$ cat src/rtl/depacketizer_stream.sv
// Flit stream depacketizer: frames head/body/tail flits, checks declared length and
// buffers reassembled payload words (with last/abort markers) in an output FIFO.
module depacketizer_stream #(
  parameter int                 DATA_W    = 16,
  parameter int                 DEPTH     = 8,
  parameter logic [DATA_W-1:0]  HEAD_MARK = 16'hAAAA,
  parameter logic [DATA_W-1:0]  TAIL_MARK = 16'hFFFF
) (
  input  logic                  clk,
  input  logic                  reset_n,
  input  logic [3*DATA_W-1:0]   flit_in,
  input  logic                  flit_valid,
  output logic                  flit_ready,
  output logic [DATA_W-1:0]     out_data,
  output logic                  out_last,
  output logic                  out_abort,
  output logic                  out_valid,
  input  logic                  out_ready,
  output logic                  err_orphan,
  output logic                  err_len,
  output logic [15:0]           pkt_count
);

  localparam int AW = $clog2(DEPTH);
  localparam int CW = AW + 1;
  localparam int EW = DATA_W + 2;
  localparam logic [CW-1:0]     DEPTH_C = CW'(DEPTH);
  localparam logic [DATA_W-1:0] CNT_MAX = '1;

  typedef enum logic {IDLE, IN_PKT} state_t;

  state_t              state, state_nx;
  logic [DATA_W-1:0]   len_reg, len_nx;
  logic [DATA_W-1:0]   flit_count, cnt_nx, cnt_inc;
  logic [EW-1:0]       mem [DEPTH];
  logic [AW-1:0]       wr_ptr, rd_ptr;
  logic [CW-1:0]       occ;
  logic [1:0]          push_n;
  logic [EW-1:0]       e0, e1, head_entry;
  logic                orphan_nx, len_err_nx, pkt_inc;
  logic                accept, pop, is_head, is_tail;
  logic [DATA_W-1:0]   marker, payload, aux;

  assign marker  = flit_in[3*DATA_W-1:2*DATA_W];
  assign payload = flit_in[2*DATA_W-1:DATA_W];
  assign aux     = flit_in[DATA_W-1:0];
  assign is_head = (marker == HEAD_MARK);
  assign is_tail = (marker == TAIL_MARK);

  // Two free slots are required because a truncating head writes two entries at once.
  assign flit_ready = reset_n && ((DEPTH_C - occ) >= CW'(2));
  assign accept     = flit_valid && flit_ready;
  assign pop        = out_valid && out_ready;

  assign cnt_inc = (flit_count == CNT_MAX) ? CNT_MAX : flit_count + DATA_W'(1);

  always_comb begin
    state_nx   = state;
    len_nx     = len_reg;
    cnt_nx     = flit_count;
    push_n     = 2'd0;
    e0         = '0;
    e1         = '0;
    orphan_nx  = 1'b0;
    len_err_nx = 1'b0;
    pkt_inc    = 1'b0;
    if (accept) begin
      case (state)
        IDLE: begin
          if (is_head) begin
            e0       = {2'b00, payload};
            push_n   = 2'd1;
            len_nx   = aux;
            cnt_nx   = DATA_W'(1);
            state_nx = IN_PKT;
          end else begin
            orphan_nx = 1'b1;
          end
        end
        IN_PKT: begin
          if (is_head) begin
            // Truncated packet: close it with an abort filler, then open the new one.
            e0         = {2'b11, {DATA_W{1'b0}}};
            e1         = {2'b00, payload};
            push_n     = 2'd2;
            len_err_nx = 1'b1;
            len_nx     = aux;
            cnt_nx     = DATA_W'(1);
          end else if (is_tail) begin
            e0         = {2'b01, payload};
            push_n     = 2'd1;
            pkt_inc    = 1'b1;
            len_err_nx = (cnt_inc != len_reg);
            state_nx   = IDLE;
          end else begin
            e0     = {2'b00, payload};
            push_n = 2'd1;
            cnt_nx = cnt_inc;
          end
        end
        default: state_nx = IDLE;
      endcase
    end
  end

  always_ff @(posedge clk or negedge reset_n) begin
    if (!reset_n) begin
      state      <= IDLE;
      len_reg    <= '0;
      flit_count <= '0;
      err_orphan <= 1'b0;
      err_len    <= 1'b0;
      pkt_count  <= '0;
    end else begin
      state      <= state_nx;
      len_reg    <= len_nx;
      flit_count <= cnt_nx;
      err_orphan <= orphan_nx;
      err_len    <= len_err_nx;
      if (pkt_inc) pkt_count <= pkt_count + 16'd1;
    end
  end

  // FIFO storage
  always_ff @(posedge clk) begin
    if (push_n != 2'd0) mem[wr_ptr] <= e0;
    if (push_n == 2'd2) mem[wr_ptr + AW'(1)] <= e1;
  end

  always_ff @(posedge clk or negedge reset_n) begin
    if (!reset_n) begin
      wr_ptr <= '0;
      rd_ptr <= '0;
      occ    <= '0;
    end else begin
      wr_ptr <= wr_ptr + AW'(push_n);
      if (pop) rd_ptr <= rd_ptr + AW'(1);
      occ    <= occ + CW'(push_n) - CW'(pop);
    end
  end

  assign head_entry = mem[rd_ptr];
  assign out_valid  = (occ != '0);
  assign out_data   = out_valid ? head_entry[DATA_W-1:0] : '0;
  assign out_last   = out_valid && head_entry[DATA_W];
  assign out_abort  = out_valid && head_entry[DATA_W+1];

endmodule

$ cat config.mk
export PLATFORM = sky130hd
export DESIGN_NAME = depacketizer_stream
export DESIGN_NICKNAME = d
export VERILOG_FILES = /design/src/rtl/depacketizer_stream.sv
export SDC_FILE = /design/constraint.sdc
export NUM_CORES = 1
export LEC_CHECK = 0
export CORE_MARGIN = 2
export CORE_UTILIZATION = 40
export DETAILED_ROUTE_END_ITERATION = 7
export PLACE_DENSITY = 0.68
export SLEW_MARGIN = 20
export SYNTH_ARGS = -nofsm -noshare
export SYNTH_HDL_FRONTEND = slang
export SYNTH_SLANG_ARGS = --single-unit
$ cat constraint.sdc
create_clock -name clk -period 5.34 [get_ports clk]
set_input_delay 1.068 -clock clk [delete_from_list [all_inputs] [get_ports clk]]
set_output_delay 1.068 -clock clk [all_outputs]
set_load 0.005 [all_outputs]
==> out/metrics.cfg, run 1 <==
[clocking]
holdBufCountCts=0
cts.reportedPaths.clkPinSlew_ns=0.06
post_cts_resized=0
clkSinkCount=205
cts_buffer_depth=3
htreeDepth=1
cts_buffers=23
cts_root_buf=clkbuf_16
post_cts_buffers=0
cts_tree=done
clk_latency_ns=0.52

[global_route]
grt_pass1_wl_um=37700
grt_max_degree=62
grt_pass1_vias=6888
antenna_found_initial=0
grt_overflow_total=0
track_usage=0.182

[worst_setup_path]
end_kind=output pin
critPathArrivalTime_ns=3.15
reg2reg_slack_ns=1.99
critical_path_class=reg -> out
worstPathRequired_ns=4.27
cp_max_fo=21
r2r_cells=9
worstSetupStartpointType=register
crit-reg2reg-launch=flit_count[0]$_DFFE_PN0P_
r2r_end=err_len$_DFF_PN0_

[run]
cap_violations=0

[synthesis]
synthFlopType=edfxtp_1
async_flop_share=0.298
syn-instance-count=858
syn_nets=928
synth_top_area_cell=edfxtp_1
synth.top_cell.area_share=0.382
syn_avg_cell_area_um2=11.7
ys_seq_elements=205
yosysWarnings=0
synth.area.top_cells=edfxtp_1 38%, dfrtp_1 15%, mux4_2 8.1%
synthesis.area_um2=10100
synth_edf_count=128
synth_cell_types=63
ys_seq_area_frac=0.565

[placed_design]
place_area_um2=11300
gp_congestion=0.896
port_buffers=89
place_hpwl_um=15700
dp_slack_ns=0.663

[cells_and_area]
nets=1021
design_area_um2=12000
area_growth_pct=19.7
diodes=0
largest_reg_flops=144
regMostFlops=mem
drive_above_1_share=0.142

[hold_path]
hp-start=pkt_count[15]$_DFFE_PN0P_
hold_class=reg -> reg
whs_endpoint=pkt_count[15]$_DFFE_PN0P_
hold_path_depth=1

[floorplanning]
die_h_um=163
die_w_um=163
dieArea_um2=26400
coreArea_um2=25000
io_pins=90
initial_core_util=0.403
row_count=58

[timing]
setup_viol=0
rsz0062_at_grt=false
hold_viol=0
min_period_ns=4.22
fin_hold_ws_ns=0.481
setup_tns_ns=0
fin_crit_sh=0.790
max_freq_mhz=237
maxSlewViolCount=0
finClkSkew_ns=0.0233
slew_headroom=0.367
worst_slack_ns=1.12
worstMarginPinSlew_ns=0.940

[run_status]
status=finished, final reports clean

[power_and_ir_drop]
p_per_area_nw_per_um2=320
p_leak_nw=4.75
ir_drop_uv=219

[drt]
drt_iter0_drc=551
num_vias=6963
drc_errors=0
first_pass_iters=7
ant_nets=0
wl_um=23700
viasPerCell=5.37
wire_per_inst_um=18.2

==> report_power, final <==
| group | leakage (nW) | total, W | internal (W) | switching (W) |
|---|---|---|---|---|
| sequential | 2.43 | 0.00177 | 0.00170 | 0.0000624 |
| combinational | 1.98 | 0.000613 | 0.000274 | 0.000340 |
| clock | 0.339 | 0.00147 | 0.000846 | 0.000626 |
==> layout make-up <==
type / instances / area (µm²)
Clock buffer: 29 / 598
Clock inverter: 12 / 97.6
Fill cell: 2260 / 12900
Inverter: 31 / 116
Multi-Input combinational cell: 581 / 4090
Sequential cell: 205 / 5690
Tap cell: 330 / 413
Timing Repair Buffer: 109 / 1040
==> worst max path at each step <==
stage / startpoint / endpoint / slack (ns)
3_5_place_dp: flit_in[38] / mem[3][10]$_DFFE_PP_ / 0.66
6_report: rd_ptr[0]$_DFFE_PN0P_ / out_data[1] / 1.12
5_1_grt: flit_in[38] / mem[3][2]$_DFFE_PP_ / 0.87
4_1_cts: rd_ptr[0]$_DFFE_PN0P_ / out_data[1] / 1.05
2_1_floorplan: flit_in[38] / mem[6][0]$_DFFE_PP_ / 0.97
3_3_place_gp: flit_in[38] / mem[5][0]$_DFFE_PP_ / 0.64
==> cells in the mapped netlist (2+ instances only) <==
cell type and n:
a21o_1 2, a21oi_2 5, o211ai_1 3, nand2b_1 3, nor3b_2 2, nand3_1 17
dfrtp_1 61, nor3_1 5, ha_1 16, o31ai_1 4, edfxtp_1 128, o21a_1 2
nor2_1 179, nor3b_1 2, or3_1 6, and2_1 6, or4_1 2, mux4_2 36
nor4_4 2, nand4_1 17, nor2b_1 4, mux2i_1 24, a31oi_1 4, o22ai_1 2
inv_1 31, nor2_2 12, xor2_1 12, or2_2 5, and2_0 2, nand2_1 62
a211oi_1 6, a21oi_1 42, and4_1 3, a221oi_1 3, mux2_2 19, buf_1 4
nor4_1 3, and3_1 3, o21ai_0 23, dfxtp_1 16, buf_2 8, clkbuf_1 28
xnor2_1 23, fa_1 2
==> stage by stage <==
| stage | power [W] | util | cells |
|---|---|---|---|
| 3_5_place_dp | 0.00243 | 0.455 | 1256 |
| 2_1_floorplan | 0.00223 | - | 858 |
| 3_3_place_gp | 0.00241 | 0.454 | 1256 |
| 4_1_cts | 0.00390 | 0.483 | 1297 |
| 5_1_grt | 0.00401 | 0.483 | 1297 |
| 6_report | 0.00385 | 0.483 | 1297 |
==> critical path: stages, from the launching register on <==
cell,delay (ns)
dfrtp_2,0.75
buf_4,0.51
mux4_2,0.55
mux2i_1,0.25
nor2_1,0.09
clkdlybuf4s50_1,0.48
==> cells in the final DEF, fill, tap and decap left out, types with 3 or more instances in the layout <==
cell / netlist / final
or3_1: 6 / 6
dfxtp_1: 16 / 16
nand2_1: 62 / 62
o31ai_1: 4 / 4
ha_1: 16 / 16
nor2_2: 12 / 12
nand3_1: 17 / 17
clkdlybuf4s50_1: 0 / 88
a31oi_1: 4 / 4
and4_1: 3 / 3
nor2_1: 179 / 179
nand4_1: 17 / 17
nor3_1: 5 / 5
clkinv_1: 0 / 7
dfrtp_1: 61 / 60
nor2b_1: 4 / 4
edfxtp_1: 128 / 128
inv_1: 31 / 31
mux2i_1: 24 / 24
clkbuf_16: 0 / 23
xnor2_1: 23 / 23
a21oi_1: 42 / 42
a21oi_2: 5 / 4
xor2_1: 12 / 12
mux4_2: 36 / 36
buf_4: 0 / 20
a211oi_1: 6 / 6
nor4_1: 3 / 3
and2_1: 6 / 6
or2_2: 5 / 5
nand2b_1: 3 / 3
clkbuf_1: 28 / 6
a221oi_1: 3 / 3
o211ai_1: 3 / 3
o21ai_0: 23 / 21
and3_1: 3 / 3
mux2_2: 19 / 19
==> routing by layer <==
| metal | vias up | GRT usage | part of all wire |
|---|---|---|---|
| met5 | - | 0 | 0 |
| li1 | 3269 | - | - |
| met2 | 219 | 0.290 | 0.47 |
| met4 | 0 | 0.0434 | 0.019 |
| met3 | 34 | 0.0275 | 0.060 |
| met1 | 3441 | 0.263 | 0.45 |
==> kinds of logic after synthesis <==
group / count (synthesis) / synth area share
AO/OA/AOI/OAI: 106 / 0.0663
XOR/XNOR: 35 / 0.0305
adder cells (fa/ha/maj): 18 / 0.0239
buffers and inverters: 72 / 0.0286
flip-flops: 205 / 0.565
multiplexers: 79 / 0.126
AND/OR/NAND/NOR: 343 / 0.160
Power figures use the tool's default switching activity.
==> run 2, diff against run 1 <==
Settings changed: PLACE_DENSITY 0.68 to 0.7.
Clock period 5.34 ns to 3.4 ns, I/O delays scaled along.
==> out/metrics.cfg, run 2 (synthesis gave the netlist of run 1 again) <==
[run_status]
status=finished, final reports clean  ; unchanged

[power_and_ir_drop]
p_total_w=0.00642  ; was 0.00385 W
clock_power_share=0.407  ; was 0.382
combPwrFrac=0.159  ; about the same
p_per_area_nw_per_um2=505  ; was 320 nW/µm²
p_leak_nw=5.07  ; was 4.75 nW
p_int_w=0.00478  ; was 0.00282 W
power_frac_seq=0.435  ; was 0.459
switching_share=0.255  ; was 0.267
ir_drop_uv=259  ; was 219 µV
power_switching_w=0.00164  ; was 0.00103 W

[floorplanning]
coreArea_um2=25000  ; unchanged
row_count=58  ; unchanged
dieArea_um2=26400  ; unchanged
die_w_um=163  ; unchanged
initial_core_util=0.403  ; unchanged
die_h_um=163  ; unchanged
io_pins=90  ; unchanged

[drt]
wire_per_inst_um=18.1  ; was 18.2 µm
viasPerCell=5.33  ; was 5.37
wl_um=24300  ; was 23,700 µm
ant_nets=0  ; unchanged
first_pass_iters=6  ; was 7
num_vias=7137  ; was 6,963
drc_errors=0  ; unchanged
drt_iter0_drc=530  ; was 551

[timing]
min_period_ns=3.26
maxSlewViolCount=0  ; unchanged
fin_crit_sh=0.960
worstMarginPinSlew_ns=0.958  ; was 0.940 ns
max_freq_mhz=306
slew_headroom=0.355  ; was 0.367
finClkSkew_ns=0.0215  ; was 0.0233 ns
worst_slack_ns=0.135  ; was 1.12 ns
hold_viol=0  ; unchanged
setup_tns_ns=0  ; unchanged
setup_viol=0  ; unchanged

[worst_setup_path]
r2r_cells=8  ; was 9
critPathArrivalTime_ns=2.58  ; was 3.15 ns
crit-reg2reg-launch=occ[2]$_DFF_PN0_  ; was flit_count[0]$_DFFE_PN0P_
critical_path_class=reg -> out  ; unchanged
worstPathRequired_ns=2.72  ; was 4.27 ns
worstSetupStartpointType=register  ; unchanged
cp_max_fo=17  ; was 21
reg2reg_slack_ns=0.44  ; was 1.99 ns
r2r_end=pkt_count[5]$_DFFE_PN0P_  ; was err_len$_DFF_PN0_
end_kind=output pin  ; unchanged

[cells_and_area]
fill_cells=2168  ; was 2,260
seq_area_um2=5690  ; unchanged
nets=1061  ; was 1,021
area_growth_pct=26.4  ; was 19.7%
layout_common_cells=179 x nor2_1, 128 x edfxtp_1, 88 x clkdlybuf4s50_1, 60 x dfrtp_1, 57 x nand2_1  ; was 179 x nor2_1, 128 x edfxtp_1, 88 x clkdlybuf4s50_1, 62 x nand2_1, 60 x dfrtp_1
largest_reg_flops=144  ; unchanged
drive_above_1_share=0.195  ; was 0.142
regMostFlops=mem  ; unchanged
multi_input_area_um2=4190  ; was 4090 µm²
diodes=0  ; unchanged
final_common_cell=nor2_1  ; unchanged

[placed_design]
dp_slack_ns=-0.599  ; was 0.663 ns
place_hpwl_um=16400  ; was 15,700 µm
gp_congestion=0.898  ; was 0.896
port_buffers=89  ; unchanged

[clocking]
clkSinkCount=205  ; unchanged
clk_latency_ns=0.52  ; about the same
htreeDepth=1  ; unchanged
cts_buffer_depth=3  ; unchanged
cts_tree=done  ; unchanged
cts_buffers=23  ; unchanged
cts.reportedPaths.clkPinSlew_ns=0.06  ; about the same
cts_root_buf=clkbuf_16  ; unchanged
holdBufCountCts=0  ; unchanged

[global_route]
grt_pass1_wl_um=38900  ; was 37,700 µm
antenna_found_initial=0  ; unchanged
grt_overflow_total=0  ; unchanged
grt_max_degree=62  ; unchanged
track_usage=0.188  ; was 0.182
grt_pass1_vias=7209  ; was 6,888

[hold_path]
hold_class=in -> async  ; was reg -> reg

[run]
cap_violations=0  ; unchanged

## run 2: changes by cell type in the layout (fill, tap and decap cells not counted), sizes merged
cell and delta:
clkinvlp +1, clkinv -1, inv -1, bufinv +3, buf +40, clkbuf -1
## run 2: power groups by stage
stage	sequential, W	combinational [W]	clock (W)
2_1_floorplan	0.00276	0.000749	0
3_3_place_gp	0.00284	0.00102	0
3_5_place_dp	0.00284	0.00103	0
4_1_cts	0.00279	0.00103	0.00265
5_1_grt	0.00280	0.00112	0.00276
6_report	0.00279	0.00102	0.00261
## run 2: metrics by stage
| stage | cell area, µm² | hold slack [ns] | cells | util |
|---|---|---|---|---|
| 2_1_floorplan | 10100 | 0.384 | 858 | - |
| 3_3_place_gp | 11800 | 0.463 | 1295 | 0.475 |
| 3_5_place_dp | 11800 | 0.465 | 1295 | 0.475 |
| 4_1_cts | 12700 | 0.426 | 1337 | 0.507 |
| 5_1_grt | 12700 | 0.470 | 1338 | 0.509 |
| 6_report | 12700 | 0.392 | 1338 | 0.509 |
## run 2: worst max path at each step
stage	from	to	slack [ns]	depth (start not counted)
finish	rd_ptr[0]$_DFFE_PN0P_	out_data[4]	0.14	5
global route	flit_in[38]	occ[3]$_DFF_PN0_	-0.01	13
CTS	rd_ptr[0]$_DFFE_PN0P_	out_data[9]	0.004	5
detailed placement	flit_in[40]	mem[4][6]$_DFFE_PP_	-0.60	11
global placement	flit_in[40]	mem[4][2]$_DFFE_PP_	-0.48	9
floorplan	flit_in[40]	mem[6][0]$_DFFE_PP_	-0.16	6
## run 2: area by class of cell
class                   instances  area share
flip-flops and latches        205       0.448
multi-input cells             581       0.329
repair buffers                149       0.118
clock buffers                  28      0.0491
well taps                     330      0.0325
clock inverters                14      0.0142
inverters                      31     0.00915
## run 2: repair_timing
action	CTS	global route
pin swaps	0	3
endpoints found under the setup margin	31	145
gates resized for setup	2	9
buffers inserted	0	1
endpoints found under the hold margin	0	0
## run 2: critical path, cell delays in order (launching register included)
cell and delay (ns):
dfrtp_2 0.52, buf_12 0.23, mux4_2 0.56, mux2i_2 0.25, nor2_1 0.07, clkdlybuf4s50_1 0.44
## run 2: metal layers
| metal | track usage | vias to the layer above | part of all wire |
|---|---|---|---|
| met3 | 0.0288 | 38 | 0.064 |
| met5 | 0 | - | 0 |
| li1 | - | 3361 | - |
| met2 | 0.316 | 242 | 0.49 |
| met4 | 0.0483 | 0 | 0.021 |
| met1 | 0.255 | 3496 | 0.43 |
